$ cat config.mk
export PLATFORM = sky130hd
export DESIGN_NAME = spi_ip_sclk_gen
export DESIGN_NICKNAME = d
export VERILOG_FILES = /design/src/rtl/spi_ip_sclk_gen_pkg.sv /design/src/rtl/spi_ip_sclk_prescaler.sv /design/src/rtl/spi_ip_sclk_gen.sv
export SDC_FILE = /design/constraint.sdc
export NUM_CORES = 1
export LEC_CHECK = 0
export BUFFER_PORTS_ARGS = -buffer_cell sky130_fd_sc_hd__buf_2
export CAP_MARGIN = 20
export CORE_ASPECT_RATIO = 1.1
export CORE_MARGIN = 2
export CORE_UTILIZATION = 25
export CTS_CLUSTER_DIAMETER = 100
export CTS_CLUSTER_SIZE = 40
export DETAILED_ROUTE_END_ITERATION = 10
export HOLD_SLACK_MARGIN = 0.02
export PLACE_DENSITY_LB_ADDON = 0.12
export SYNTH_ARGS = -nofsm -noshare
export SYNTH_HDL_FRONTEND = slang
export SYNTH_SLANG_ARGS = --single-unit
$ cat constraint.sdc
create_clock -name sclkg_clk_i -period 4.6 [get_ports sclkg_clk_i]
set_clock_uncertainty 0.2 [all_clocks]
set_input_delay 0.46 -clock sclkg_clk_i [delete_from_list [all_inputs] [get_ports sclkg_clk_i]]
set_output_delay 0.46 -clock sclkg_clk_i [all_outputs]
set_load 0.05 [all_outputs]
$ cat src/rtl/spi_ip_sclk_gen_pkg.sv
// Shared constants for the SPI serial-clock generator:
// FSM state encoding and CPHA mode values.
package spi_ip_sclk_gen_pkg;

    localparam logic [1:0] IDLE = 2'd0;
    localparam logic [1:0] RUN  = 2'd1;
    localparam logic [1:0] TAIL = 2'd2;

    localparam logic CPHA_LEAD_SAMPLE = 1'b0;
    localparam logic CPHA_LEAD_SHIFT  = 1'b1;

endpackage

$ cat src/rtl/spi_ip_sclk_prescaler.sv
// Half-period counter with enable and synchronous clear.
// Terminal count is combinational so edges line up with the count.
module spi_ip_sclk_prescaler #(
    parameter int DIV_WIDTH = 8
) (
    input  logic                 clk,
    input  logic                 rst_n,
    input  logic                 en,
    input  logic                 clr,
    input  logic [DIV_WIDTH-1:0] half_period,
    output logic                 tc
);

    logic [DIV_WIDTH-1:0] cnt;

    assign tc = (cnt == half_period);

    always_ff @(posedge clk or negedge rst_n) begin
        if (!rst_n) begin
            cnt <= '0;
        end else if (clr) begin
            cnt <= '0;
        end else if (en) begin
            cnt <= tc ? '0 : cnt + 1'b1;
        end
    end

endmodule

$ cat src/rtl/spi_ip_sclk_gen.sv
// SPI SCLK generator: burst of N bits, CPOL/CPHA, start/busy/done.
// SPI_IP_SCLK_GEN_GUARD_EN adds a TAIL half-period of CS hold before done.
module spi_ip_sclk_gen
    import spi_ip_sclk_gen_pkg::*;
#(
    parameter int PARAM_DIV_WIDTH  = 8,
    parameter int PARAM_BITS_WIDTH = 5
) (
    input  logic                        sclkg_clk_i,
    input  logic                        sclkg_rst_n_i,
    input  logic                        sclkg_start_i,
    input  logic                        sclkg_stop_i,
    input  logic [PARAM_DIV_WIDTH-1:0]  sclkg_half_period_i,
    input  logic [PARAM_BITS_WIDTH-1:0] sclkg_nbits_i,
    input  logic                        sclkg_cpol_i,
    input  logic                        sclkg_cpha_i,
    output logic                        sclkg_sclk_o,
    output logic                        sclkg_lead_o,
    output logic                        sclkg_trail_o,
    output logic                        sclkg_sample_o,
    output logic                        sclkg_shift_o,
    output logic                        sclkg_busy_o,
    output logic                        sclkg_done_o
);

    logic [1:0]                  state;
    logic [PARAM_DIV_WIDTH-1:0]  hp_q;
    logic [PARAM_BITS_WIDTH-1:0] nb_q;
    logic                        cpol_q;
    logic                        cpha_q;
    logic [PARAM_BITS_WIDTH:0]   ecnt;
    logic                        sclk;
    logic                        tc;
    logic                        edge_en;
    logic                        last;

    spi_ip_sclk_prescaler #(
        .DIV_WIDTH (PARAM_DIV_WIDTH)
    ) u_prescaler (
        .clk         (sclkg_clk_i),
        .rst_n       (sclkg_rst_n_i),
        .en          (state != IDLE),
        .clr         (state == IDLE),
        .half_period (hp_q),
        .tc          (tc)
    );

    // Stop wins over a coincident edge, so it gates every strobe.
    assign edge_en        = (state == RUN) && tc && !sclkg_stop_i;
    assign sclkg_lead_o   = edge_en && !ecnt[0];
    assign sclkg_trail_o  = edge_en && ecnt[0];
    // Final edge number is 2*(nbits+1), i.e. count 2*nbits+1 before increment.
    assign last           = sclkg_trail_o && (ecnt == {nb_q, 1'b1});
    assign sclkg_sample_o = (cpha_q == CPHA_LEAD_SAMPLE) ? sclkg_lead_o : sclkg_trail_o;
    assign sclkg_shift_o  = (cpha_q == CPHA_LEAD_SAMPLE) ? sclkg_trail_o : sclkg_lead_o;
    assign sclkg_busy_o   = (state != IDLE);
    assign sclkg_sclk_o   = sclk;

`ifdef SPI_IP_SCLK_GEN_GUARD_EN
    assign sclkg_done_o = (state == TAIL) && tc && !sclkg_stop_i;
`else
    assign sclkg_done_o = last;
`endif

    always_ff @(posedge sclkg_clk_i or negedge sclkg_rst_n_i) begin
        if (!sclkg_rst_n_i) begin
            state  <= IDLE;
            hp_q   <= '0;
            nb_q   <= '0;
            cpol_q <= 1'b0;
            cpha_q <= 1'b0;
            ecnt   <= '0;
            sclk   <= 1'b0;
        end else begin
            case (state)
                IDLE: begin
                    sclk <= sclkg_cpol_i;
                    if (sclkg_start_i) begin
                        hp_q   <= sclkg_half_period_i;
                        nb_q   <= sclkg_nbits_i;
                        cpol_q <= sclkg_cpol_i;
                        cpha_q <= sclkg_cpha_i;
                        ecnt   <= '0;
                        state  <= RUN;
                    end
                end
                RUN: begin
                    if (sclkg_stop_i) begin
                        sclk  <= cpol_q;
                        state <= IDLE;
                    end else if (tc) begin
                        sclk <= ~sclk;
                        ecnt <= ecnt + 1'b1;
                        if (last) begin
`ifdef SPI_IP_SCLK_GEN_GUARD_EN
                            state <= TAIL;
`else
                            state <= IDLE;
`endif
                        end
                    end
                end
                TAIL: begin
                    sclk <= cpol_q;
                    if (sclkg_stop_i || tc) begin
                        state <= IDLE;
                    end
                end
                default: begin
                    state <= IDLE;
                end
            endcase
        end
    end

endmodule

# After elaboration in Yosys (flattened, before gate mapping)

Cells that the tools add are included.

Register bits after elaboration: 32
Latch bits: 0
Bits in writable memories: 0
ROM bits: 0
Logic and storage cells: 56
Memories: 0

$add $sub $neg: 2
$mul: 0
Div/mod/pow operators: 0
Order comparisons: 0
Eq/ne operators: 10
Shift-type cells: 0
Mux-type cells: 18
Bitwise gates (word level): 1
Reductions and logical operators: 17

Operators by type and width:

| operator            | count |
|---|---|
| $mux 8              | 3 |
| $mux 6              | 3 |
| $pmux 6 s2          | 1 |
| $mux 2              | 5 |
| $add 8x1->8 const B | 1 |
| $eq 8x8->1          | 1 |
| $ne 2x2->1 const B  | 4 |
| $reduce_and 4->1    | 2 |
| $add 6x1->6 const B | 1 |
| $eq 6x6->1          | 1 |
| $ne 3x3->1 const B  | 2 |
| $pmux 2 s3          | 1 |
| $reduce_bool 2->1   | 3 |
| $logic_and 1x1->1   | 5 |
| $mux 1              | 4 |
| $reduce_and 2->1    | 2 |
| $pmux 1 s3          | 1 |
| $reduce_bool 3->1   | 1 |
| $eq 2x1->1 const B  | 1 |
| $eq 2x2->1 const B  | 1 |
| $logic_not 1->1     | 2 |
| $logic_not 2->1     | 1 |
| $logic_or 1x1->1    | 1 |
| $not 1->1           | 1 |

# Depth between registers and ports, before layout

Gate-level depths: netlist of the first run.

Depth after elaboration: 9
Mapped depth: 5

# Modules after synthesis

Synthesis of the first run repeated with hierarchy kept, for this count alone.

Cells, all modules: 170
Area, all modules: 1585.3 sq um

By module, submodules not included:

| module                | times used | cells each | area an instance (sq um) | sequential area each (sq um) |
|---|---|---|---|---|
| spi_ip_sclk_gen       | 1          | 114        | 1057.3                   | 575.6 |
| spi_ip_sclk_prescaler | 1          | 56         | 528.0                    | 200.2 |

# Least setup slack after synthesis of the first run

OpenSTA, ideal clock, no wires.

Path type: reg2out
Start point: register u_prescaler.cnt[6]
End point: output sclkg_sample_o
Arrival time: 2.171 ns
Data required time: 3.940 ns
Setup slack: 1.769 ns
Cell stages (with the launch flop): 5
Buffers on the path: 0
Cell sequence: dfrtp_1 > xor2_1 > nor4_1 > nand2_1 > nor3_1

Cells in the longest elaborated chain, start to end: 5
Elaborated cells between the ends (all ways): 6

RTL lines:

| what                                 | line                                         | source |
|---|---|---|
| start, declared                      | spi_ip_sclk_prescaler.sv:14                  | `logic [DIV_WIDTH-1:0] cnt;` |
| start signal, assigned               | spi_ip_sclk_prescaler.sv:24                  | `cnt <= tc ? '0 : cnt + 1'b1;` |
| $eq 8x8->1 (*)                       | spi_ip_sclk_prescaler.sv:16                  | `assign tc = (cnt == half_period);` |
| $logic_and 1x1->1 (*) (2 in a row)   | spi_ip_sclk_gen.sv:49                        | `assign edge_en = (state == RUN) && tc && !sclkg_stop_i;` |
| $logic_and 1x1->1 (on tied branches) | spi_ip_sclk_gen.sv:50, spi_ip_sclk_gen.sv:51 |  |
| $mux 1 (*)                           | spi_ip_sclk_gen.sv:54                        | `assign sclkg_sample_o = (cpha_q == CPHA_LEAD_SAMPLE) ? sclkg_lead_o : sclkg_trail_o;` |
| end, declared                        | spi_ip_sclk_gen.sv:20                        | `output logic sclkg_sample_o,` |

Mark *: on every way between the ends. The rest lies on a longest branch, timed or not.

# Final worst setup path of the first run

Start point: register u_prescaler.cnt[5]
End point: output sclkg_done_o

Cells in the longest elaborated chain, start to end: 5

RTL lines:

| what                           | line                        | source |
|---|---|---|
| $eq 8x8->1                     | spi_ip_sclk_prescaler.sv:16 |  |
| $logic_and 1x1->1 (2 in a row) | spi_ip_sclk_gen.sv:49       |  |
| $logic_and 1x1->1              | spi_ip_sclk_gen.sv:51       | `assign sclkg_trail_o = edge_en && ecnt[0];` |
| $logic_and 1x1->1              | spi_ip_sclk_gen.sv:53       | `assign last = sclkg_trail_o && (ecnt == {nb_q, 1'b1});` |
| end, declared                  | spi_ip_sclk_gen.sv:23       | `output logic sclkg_done_o` |

No other way between the ends.

==> results of run 1 <==
cells in the mapped netlist:
library cell / count
o311ai_0: 3
nor4_1: 3
xnor2_1: 2
buf_4: 1
and3_2: 1
nand4bb_1: 1
clkdlybuf4s25_2: 1
clkbuf_1: 2
dfrtp_1: 31
and2b_2: 1
o21ai_1: 1
a31oi_1: 1
o211ai_1: 1
o21ai_0: 1
o31ai_1: 4
nor3_1: 3
nand4_1: 4
nand2b_1: 5
buf_2: 1
and3_1: 4
a21o_1: 1
xor2_1: 18
buf_6: 2
mux2i_1: 1
or4_1: 4
and2_1: 3
a21oi_1: 1
nor2b_1: 2
nand2_1: 49
ha_1: 2
nand3_1: 6
nor2_1: 7
power breakdown:
part | switching [mW] | leakage, nW | internal (mW)
Sequential | 0.0347 | 0.403 | 0.309
Clock | 0.0957 | 0.0422 | 0.106
Combinational | 0.0885 | 0.488 | 0.0506
Total | 0.219 | 0.933 | 0.465
worst reg2reg max path, cell delays in order, from the launching register on:
cell and delay, ps:
dfrtp_1 420, xor2_1 170, or4_1 690, nor3_1 470, mux2i_1 230
state kept, by name, summed over array words and instances, names as in the netlist:
register and flops:
sclkg_sclk_o 1, u_prescaler.cnt 8, cpha_q 1, state 1, hp_q 8, cpol_q 1, nb_q 5, ecnt 6
placed cells by master, fill, tap and decap left out, drive strengths merged:
| cell type | n |
|---|---|
| xnor2 | 2 |
| nand3 | 6 |
| nand4 | 4 |
| buf | 26 |
| nor2b | 2 |
| o21ai | 2 |
| ha | 2 |
| nor3 | 3 |
| o31ai | 4 |
| or4 | 4 |
| and2b | 1 |
| o311ai | 3 |
| clkinv | 1 |
| nand2 | 49 |
| mux2i | 1 |
| o211ai | 1 |
| a21o | 1 |
| nand2b | 5 |
| and2 | 3 |
| nor2 | 7 |
| xor2 | 18 |
| nand4bb | 1 |
| dfrtp | 31 |
| a21oi | 1 |
| a31oi | 1 |
| clkbuf | 7 |
| nor4 | 3 |
| and3 | 5 |
worst min path at each step:
stage | startpoint | cells past startpoint | end
after global placement | cpol_q | 2 | cpol_q
after CTS | sclkg_rst_n_i | 1 | cpha_q
after floorplan | sclkg_rst_n_i | 0 | cpha_q
final | sclkg_rst_n_i | 1 | cpha_q
after detailed placement | nb_q[2] | 2 | nb_q[2]
after global routing | sclkg_rst_n_i | 1 | cpha_q
logic make-up after synthesis:
group | share of synthesized area [%]
compound gates | 5.88
xor+xnor | 11.1
fa+ha+maj | 1.59
buf+inv | 3.34
flops | 49.2
mux | 0.635
simple gates | 28.2
area by class of cell:
cell class / count / area [um^2] / share of cell area (%)
Multi-Input combinational cell: 129 / 747 / 40.7
Clock inverter: 1 / 5.00 / 0.272
Clock buffer: 7 / 76.3 / 4.16
Timing Repair Buffer: 26 / 133 / 7.22
Tap cell: 80 / 100 / 5.45
Sequential cell: 31 / 776 / 42.2
stage by stage:
step | utilization, % | area (um^2) | hold slack, ps | power (mW)
2_1_floorplan | - | 1580 | -35.6 | 0.449
3_3_place_gp | 28.7 | 1760 | 264 | 0.489
3_5_place_dp | 28.7 | 1760 | 295 | 0.492
4_1_cts | 30.0 | 1840 | 45.1 | 0.699
5_1_grt | 30.0 | 1840 | 83.5 | 0.732
6_report | 30.0 | 1840 | 17.5 | 0.684
metal layers:
metal | wire length (um) | vias up | global-route usage [%]
met2 | 1820 | 27 | 20.6
met1 | 1530 | 610 | 13.0
met4 | 44 | 0 | 4.70
li1 | - | 622 | -
met5 | 0 | - | 0
met3 | 175 | 4 | 3.94
==> run summary, run 1 <==
status = finished clean
Initial Util = 25.7%
final worst-path cycle share = 69.8%
CTS H-tree depth = 2
Rows = 30
pwr dens = 373 mW/mm^2
Yosys cell types = 32
cell count along the critical path = 5
worst endpoint required time = 3940 ps
CTS resizes = 0
Final Non-Filler Cells = 274
setup slack after layout = 1390 ps
top cells by area in the synthesized netlist = dfrtp_1, nand2_1, xor2_1
Num Clock Sinks = 31
DRT antenna net count = 0
CTS buffer count = 5
Hold Fails Final Rpt = 0
Via density = 4.61
first-pass GRT wire length = 6090 um
die area = 0.00695 mm^2
Setup crit start = u_prescaler.cnt[5]
Synth Register Bits = 31
Mean Syn Cell Area = 9.43 um^2
CTS Hold Bufs = 0
Die X = 79.7 um
min cycle time layout = 3210 ps
total core area = 0.00612 mm^2
Hold Crit Class = primary input to async pin
type of the worst setup path = register to primary output
# DRC = 0
Port Buffers = 25
Post-CTS Setup Inserts = 0
DR iter-0 viols = 43
highest-delay cell along the critical path = or4_1
Initial DRT Pass Iterations = 4
Max Fclk = 312 MHz
reg-to-reg critical path endpoint = ecnt[0]
crit path max fanout = 10
initial antenna violation count = 0
DP Wirelength = 2670 um
RSZ-0062 raised after global routing = no
Antenna Cells = 0
sequential area share after synthesis = 49.2%
total wire length = 3580 um
top-area cell type share of the netlist area = 49.2%
layout cells sized above 1 = 17.5%
pre-CTS setup slack = 1680 ps
Slew Viols, Final = 0
Crit path max-delay family = simple AND/OR/NAND/NOR gates
clock root cell = clkbuf_8
CTS tree = built
FILL cells = 674
total negative slack = 0 ps
Final nets = 214
vias post-DR = 1263
CP peak stage delay = 690 ps
R2R depth = 4
Setup crit end kind = primary output
synth warn = 0
placed cell count = 266
die height = 87.3 um
worst-skew pair later-pin latency = 280 ps
max cap viols = 0
peak supply drop = 0.122 mV
Setup crit end = sclkg_done_o
largest area contributor in the netlist = dfrtp_1
vias in the first global route = 1301
clock buffer depth = 2
CTS clk-pin slew, worst paths = 60 ps
syn_nets = 188
Total GRT Usage = 11.8%
Syn Std Cell Area = 0.00158 mm^2
grt total ovfl = 0
crit-path cells = xor2_1, or4_1, nor3_1, and3_1, buf_2
reg2reg setup slack = 2340 ps
Setup Viol. Count Final = 0
P_leak = 0.933 nW
CP Buf/Inv Count = 1
Worst-Margin Slew = 862 ps
relative slew slack = 42.5%
post-synthesis cell count = 167
largest net degree at the start of global routing = 32
crit path DAT = 2550 ps
RR Startpoint = u_prescaler.cnt[5]
I/O pin total = 26
Layout area overhead = 16.6%
WL per Instance = 13.1 um
GPL Wtd Cong = 0.845
crit start category = register
Power figures use the tool's default switching activity.
==> run 2, diff against run 1 <==
Clock period 4.6 ns to 2.7 ns, I/O delays scaled along.
==> run 2 against run 1 <==
Against the previous run:
- combinational power increased by 110%
- utilization rose by 4.4 points
- hold slack gained 38 ps
- clock power increased by 130%
- setup slack worse by 1300 ps
- count of clock-buffer cells in the layout shrank 2
- cell area rose by 15%
==> run summary, run 2 (synthesis results as in run 1) <==
status = finished clean
commonest non-fill, non-tap cells in the layout = nand2_1, dfrtp_1, buf_2
CTS clk-pin slew, worst paths = 70 ps
Layout area overhead = 33.7%
Regs by FF count = hp_q x8, u_prescaler.cnt x8, ecnt x6
Crit path max-delay family = simple AND/OR/NAND/NOR gates
DRT antenna net count = 0
Max Fclk = 386 MHz
initial antenna violation count = 0
Final nets = 238
CTS H-tree depth = 2
Hold Crit Class = primary input to register
crit start category = register
CP peak stage delay = 570 ps
Initial DRT Pass Iterations = 4
Hold Fails Final Rpt = 0
layout cells sized above 1 = 21.1%
Port Buffers = 25
Setup Viol. Count Final = 0
CTS tree = built
grt total ovfl = 0
pre-CTS setup slack = 333 ps
total negative slack = 0 ps
P_int = 0.927 mW
type of the worst setup path = register to primary output
setup slack after layout = 109 ps
largest net degree at the start of global routing = 32
Worst-Margin Slew = 709 ps
total wire length = 3980 um
Die X = 79.7 um
P_leak = 1.05 nW
commonest non-fill, non-tap cell in the layout = nand2_1
# DRC = 0
die height = 87.3 um
total core area = 0.00612 mm^2
worst endpoint required time = 2230 ps
GPL Wtd Cong = 0.835
relative slew slack = 52.7%
worst-skew pair later-pin latency = 280 ps
total design power = 1.34 mW
crit path DAT = 2120 ps
CP Buf/Inv Count = 2
Via density = 4.53
die area = 0.00695 mm^2
Setup crit end kind = primary output
final worst-path cycle share = 95.9%
P_sw = 0.415 mW
clock power share = 34.3%
vias in the first global route = 1383
Sw Ratio = 30.9%
DP Wirelength = 2840 um
clock buffer depth = 2
min cycle time layout = 2590 ps
Antenna Cells = 0
placed cell count = 270
Total GRT Usage = 12.7%
vias post-DR = 1350
first-pass GRT wire length = 6670 um
I/O pin total = 26
Final Non-Filler Cells = 298
peak supply drop = 0.218 mV
crit-path cells = xor2_1, or4_1, nor3_2, buf_4, and3_1, buf_6
RSZ-0062 raised after global routing = no
highest-delay cell along the critical path = or4_1
Final Core Density = 34.4%
WL per Instance = 13.3 um
clock root cell = clkbuf_8
Rows = 30
DR iter-0 viols = 112
Slew Viols, Final = 0
reg2reg setup slack = 430 ps
Initial Util = 25.7%
Gate power share = 22.2%
pwr dens = 637 mW/mm^2
crit path max fanout = 5
Sequential Power Share = 43.5%
Num Clock Sinks = 31
CTS buffer count = 5
max cap viols = 0
## run 2: path summary, 6_finish.rpt
kind	from	to	cells past startpoint
max	u_prescaler.cnt[5]	sclkg_done_o	6
min	sclkg_stop_i	sclkg_sclk_o	3
max in group asynchronous	sclkg_rst_n_i	u_prescaler.cnt[0]	2
min in group asynchronous	sclkg_rst_n_i	cpha_q	2
max reg2reg	u_prescaler.cnt[6]	ecnt[3]	5
min reg2reg	cpol_q	cpol_q	2
## run 2: tightest hold or removal path, cell delays in order
cell and delay [ps]:
buf_2 90, a31oi_1 70, nand3_1 80
## run 2: routing by layer
metal	vias to the layer above	wire length, um	GRT usage [%]
li1	666	-	-
met1	654	1750	15.0
met2	24	2020	22.2
met3	6	149	3.53
met4	0	54	4.23
met5	-	0	0
## run 2: power groups by stage
stage               Combinational (mW)  Clock, mW  Sequential (mW)
CTS                              0.283      0.478            0.586
global placement                 0.257          0            0.593
floorplan                        0.170          0            0.595
detailed placement               0.263          0            0.595
global route                     0.336      0.500            0.592
finish                           0.298      0.460            0.584
## run 2: per-stage QoR
| stage | hold WS, ps | area (um^2) |
|---|---|---|
| 4_1_cts | 44.6 | 2060 |
| 5_1_grt | 88.6 | 2110 |
| 2_1_floorplan | -226 | 1580 |
| 3_5_place_dp | 169 | 1790 |
| 3_3_place_gp | 160 | 1790 |
| 6_report | 55.1 | 2110 |
## run 2: repair_timing
| action | CTS | global route |
|---|---|---|
| gates resized for setup | 0 | 9 |
| setup endpoints to repair | 0 | 5 |
| hold buffers | 16 | 0 |
| setup buffers | 0 | 4 |
| endpoints found under the hold margin | 46 | 0 |
## run 2: cell type report
class / count / area [um^2]
Tap cell: 80 / 100
Clock buffer: 5 / 68.8
Multi-Input combinational cell: 129 / 752
Timing Repair Buffer: 50 / 364
Sequential cell: 31 / 777
Clock inverter: 3 / 43.8
Fill cell: 645 / 4010
==> run 3, diff against run 2 <==
Settings changed: PLACE_DENSITY set to 0.41, PLACE_DENSITY_LB_ADDON 0.12 to unset.
==> run 3 against run 2 <==
Against the previous run:
- sequential cell count unchanged
- count of clock-buffer cells in the layout up 1
- hold slack gained 1.6 ps
- non-clock buffer count down 1
- largest cell class unchanged
- cell count down 0.67%
- global-route usage decreased by 0.65 points
==> run summary, run 3 (synthesis results as in run 1) <==
status = finished clean
placed cell areas = 0.00179 mm^2
Worst-Margin Slew = 722 ps
grt total ovfl = 0
clock root cell = clkbuf_8
R2R depth = 5
FILL cells = 636
placed cell count = 271
first-pass GRT wire length = 6310 um
Final nets = 237
total design power = 1.24 mW
# DRC = 0
reg-to-reg critical path endpoint = ecnt[3]
worst hold path depth = 3
total wire length = 3760 um
Worst Min Path Start = sclkg_stop_i
relative slew slack = 51.9%
Layout area overhead = 32.0%
clock buffer depth = 2
Slew Viols, Final = 0
min cycle time layout = 2560 ps
DP Wirelength = 2600 um
total core area = 0.00612 mm^2
Hold EP = sclkg_sclk_o
Port Buffers = 25
total negative slack = 0 ps
peak supply drop = 0.158 mV
Max Fclk = 390 MHz
hold slack = 56.7 ps
Hold Crit Class = primary input to register
DRT antenna net count = 0
Initial DRT Pass Iterations = 4
Num Clock Sinks = 31
type of the worst setup path = register to primary output
Final Core Density = 34.0%
Setup Viol. Count Final = 0
CTS H-tree depth = 2
RR Startpoint = u_prescaler.cnt[1]
largest net degree at the start of global routing = 32
Rows = 30
I/O pin total = 26
crit path DAT = 2090 ps
layout cells sized above 1 = 20.8%
vias post-DR = 1292
worst-skew pair later-pin latency = 290 ps
Initial Util = 25.7%
Total GRT Usage = 12.1%
die height = 87.3 um
pre-CTS setup slack = 348 ps
die area = 0.00695 mm^2
DR iter-0 viols = 68
CTS tree = built
initial antenna violation count = 0
vias in the first global route = 1291
max cap viols = 0
post-route cell area = 0.00208 mm^2
Die X = 79.7 um
crit path max fanout = 5
Hold Fails Final Rpt = 0
CTS buffer count = 5
commonest non-fill, non-tap cell in the layout = nand2_1
commonest non-fill, non-tap cells in the layout = nand2_1, dfrtp_1, buf_2
Via density = 4.36
Setup crit end kind = primary output
pwr dens = 598 mW/mm^2
worst endpoint required time = 2230 ps
GPL Wtd Cong = 0.786
CTS clk-pin slew, worst paths = 70 ps
P_leak = 1.04 nW
setup slack after layout = 138 ps
Antenna Cells = 0
final worst-path cycle share = 94.9%
Regs by FF count = hp_q x8, u_prescaler.cnt x8, ecnt x6
RSZ-0062 raised after global routing = no
WL per Instance = 12.7 um
reg2reg setup slack = 430 ps
crit start category = register
Final Non-Filler Cells = 296
## run 3: changes by cell type in the layout (fill, tap and decap cells not counted)
| cell | previous run | this run |
|---|---|---|
| bufinv_16 | 1 | 0 |
| clkbuf_8 | 5 | 6 |
| nor4_2 | 0 | 1 |
| buf_4 | 11 | 10 |
| nor4_1 | 3 | 2 |
| clkinv_4 | 1 | 0 |
## run 3: critical path, cell delays in order, from the launching register on
cell	delay, ps
dfrtp_2	450
xor2_1	160
or4_1	540
nor3_2	190
buf_4	150
and3_1	160
buf_6	160
## run 3: layer usage
| layer | track usage (%) | vias to the layer above | part of all wire (%) |
|---|---|---|---|
| met2 | 19.2 | 22 | 46 |
| li1 | - | 662 | - |
| met3 | 3.53 | 7 | 3.5 |
| met4 | 4.70 | 0 | 1.6 |
| met5 | 0 | - | 0 |
| met1 | 15.4 | 601 | 49 |
## run 3: repair_timing
item | in CTS | in global routing
buffers inserted | 0 | 2
endpoints found under the setup margin | 0 | 5
hold buffers | 16 | 0
hold endpoints to repair | 46 | 0
gates resized for setup | 0 | 10
## run 3: area by class of cell
cell class | instances | area [um^2] | area share (%)
Sequential cell | 31 | 777 | 37.4
Multi-Input combinational cell | 129 | 758 | 36.5
Tap cell | 80 | 100 | 4.81
Timing Repair Buffer | 49 | 357 | 17.1
Clock inverter | 1 | 5.00 | 0.241
Clock buffer | 6 | 82.6 | 3.97
## run 3: where the power goes
group	switching (mW)	internal [mW]
combinational	0.167	0.120
clock	0.170	0.200
sequential	0.0598	0.527
## run 3: how the worst max path moves through the flow
stage	from	endpoint	slack [ps]
2_1_floorplan	u_prescaler.cnt[6]	sclkg_sample_o	60
3_3_place_gp	u_prescaler.cnt[6]	sclkg_done_o	380
3_5_place_dp	u_prescaler.cnt[1]	sclkg_done_o	350
4_1_cts	u_prescaler.cnt[1]	sclkg_done_o	30
5_1_grt	u_prescaler.cnt[6]	sclkg_trail_o	20
6_report	u_prescaler.cnt[1]	sclkg_done_o	140
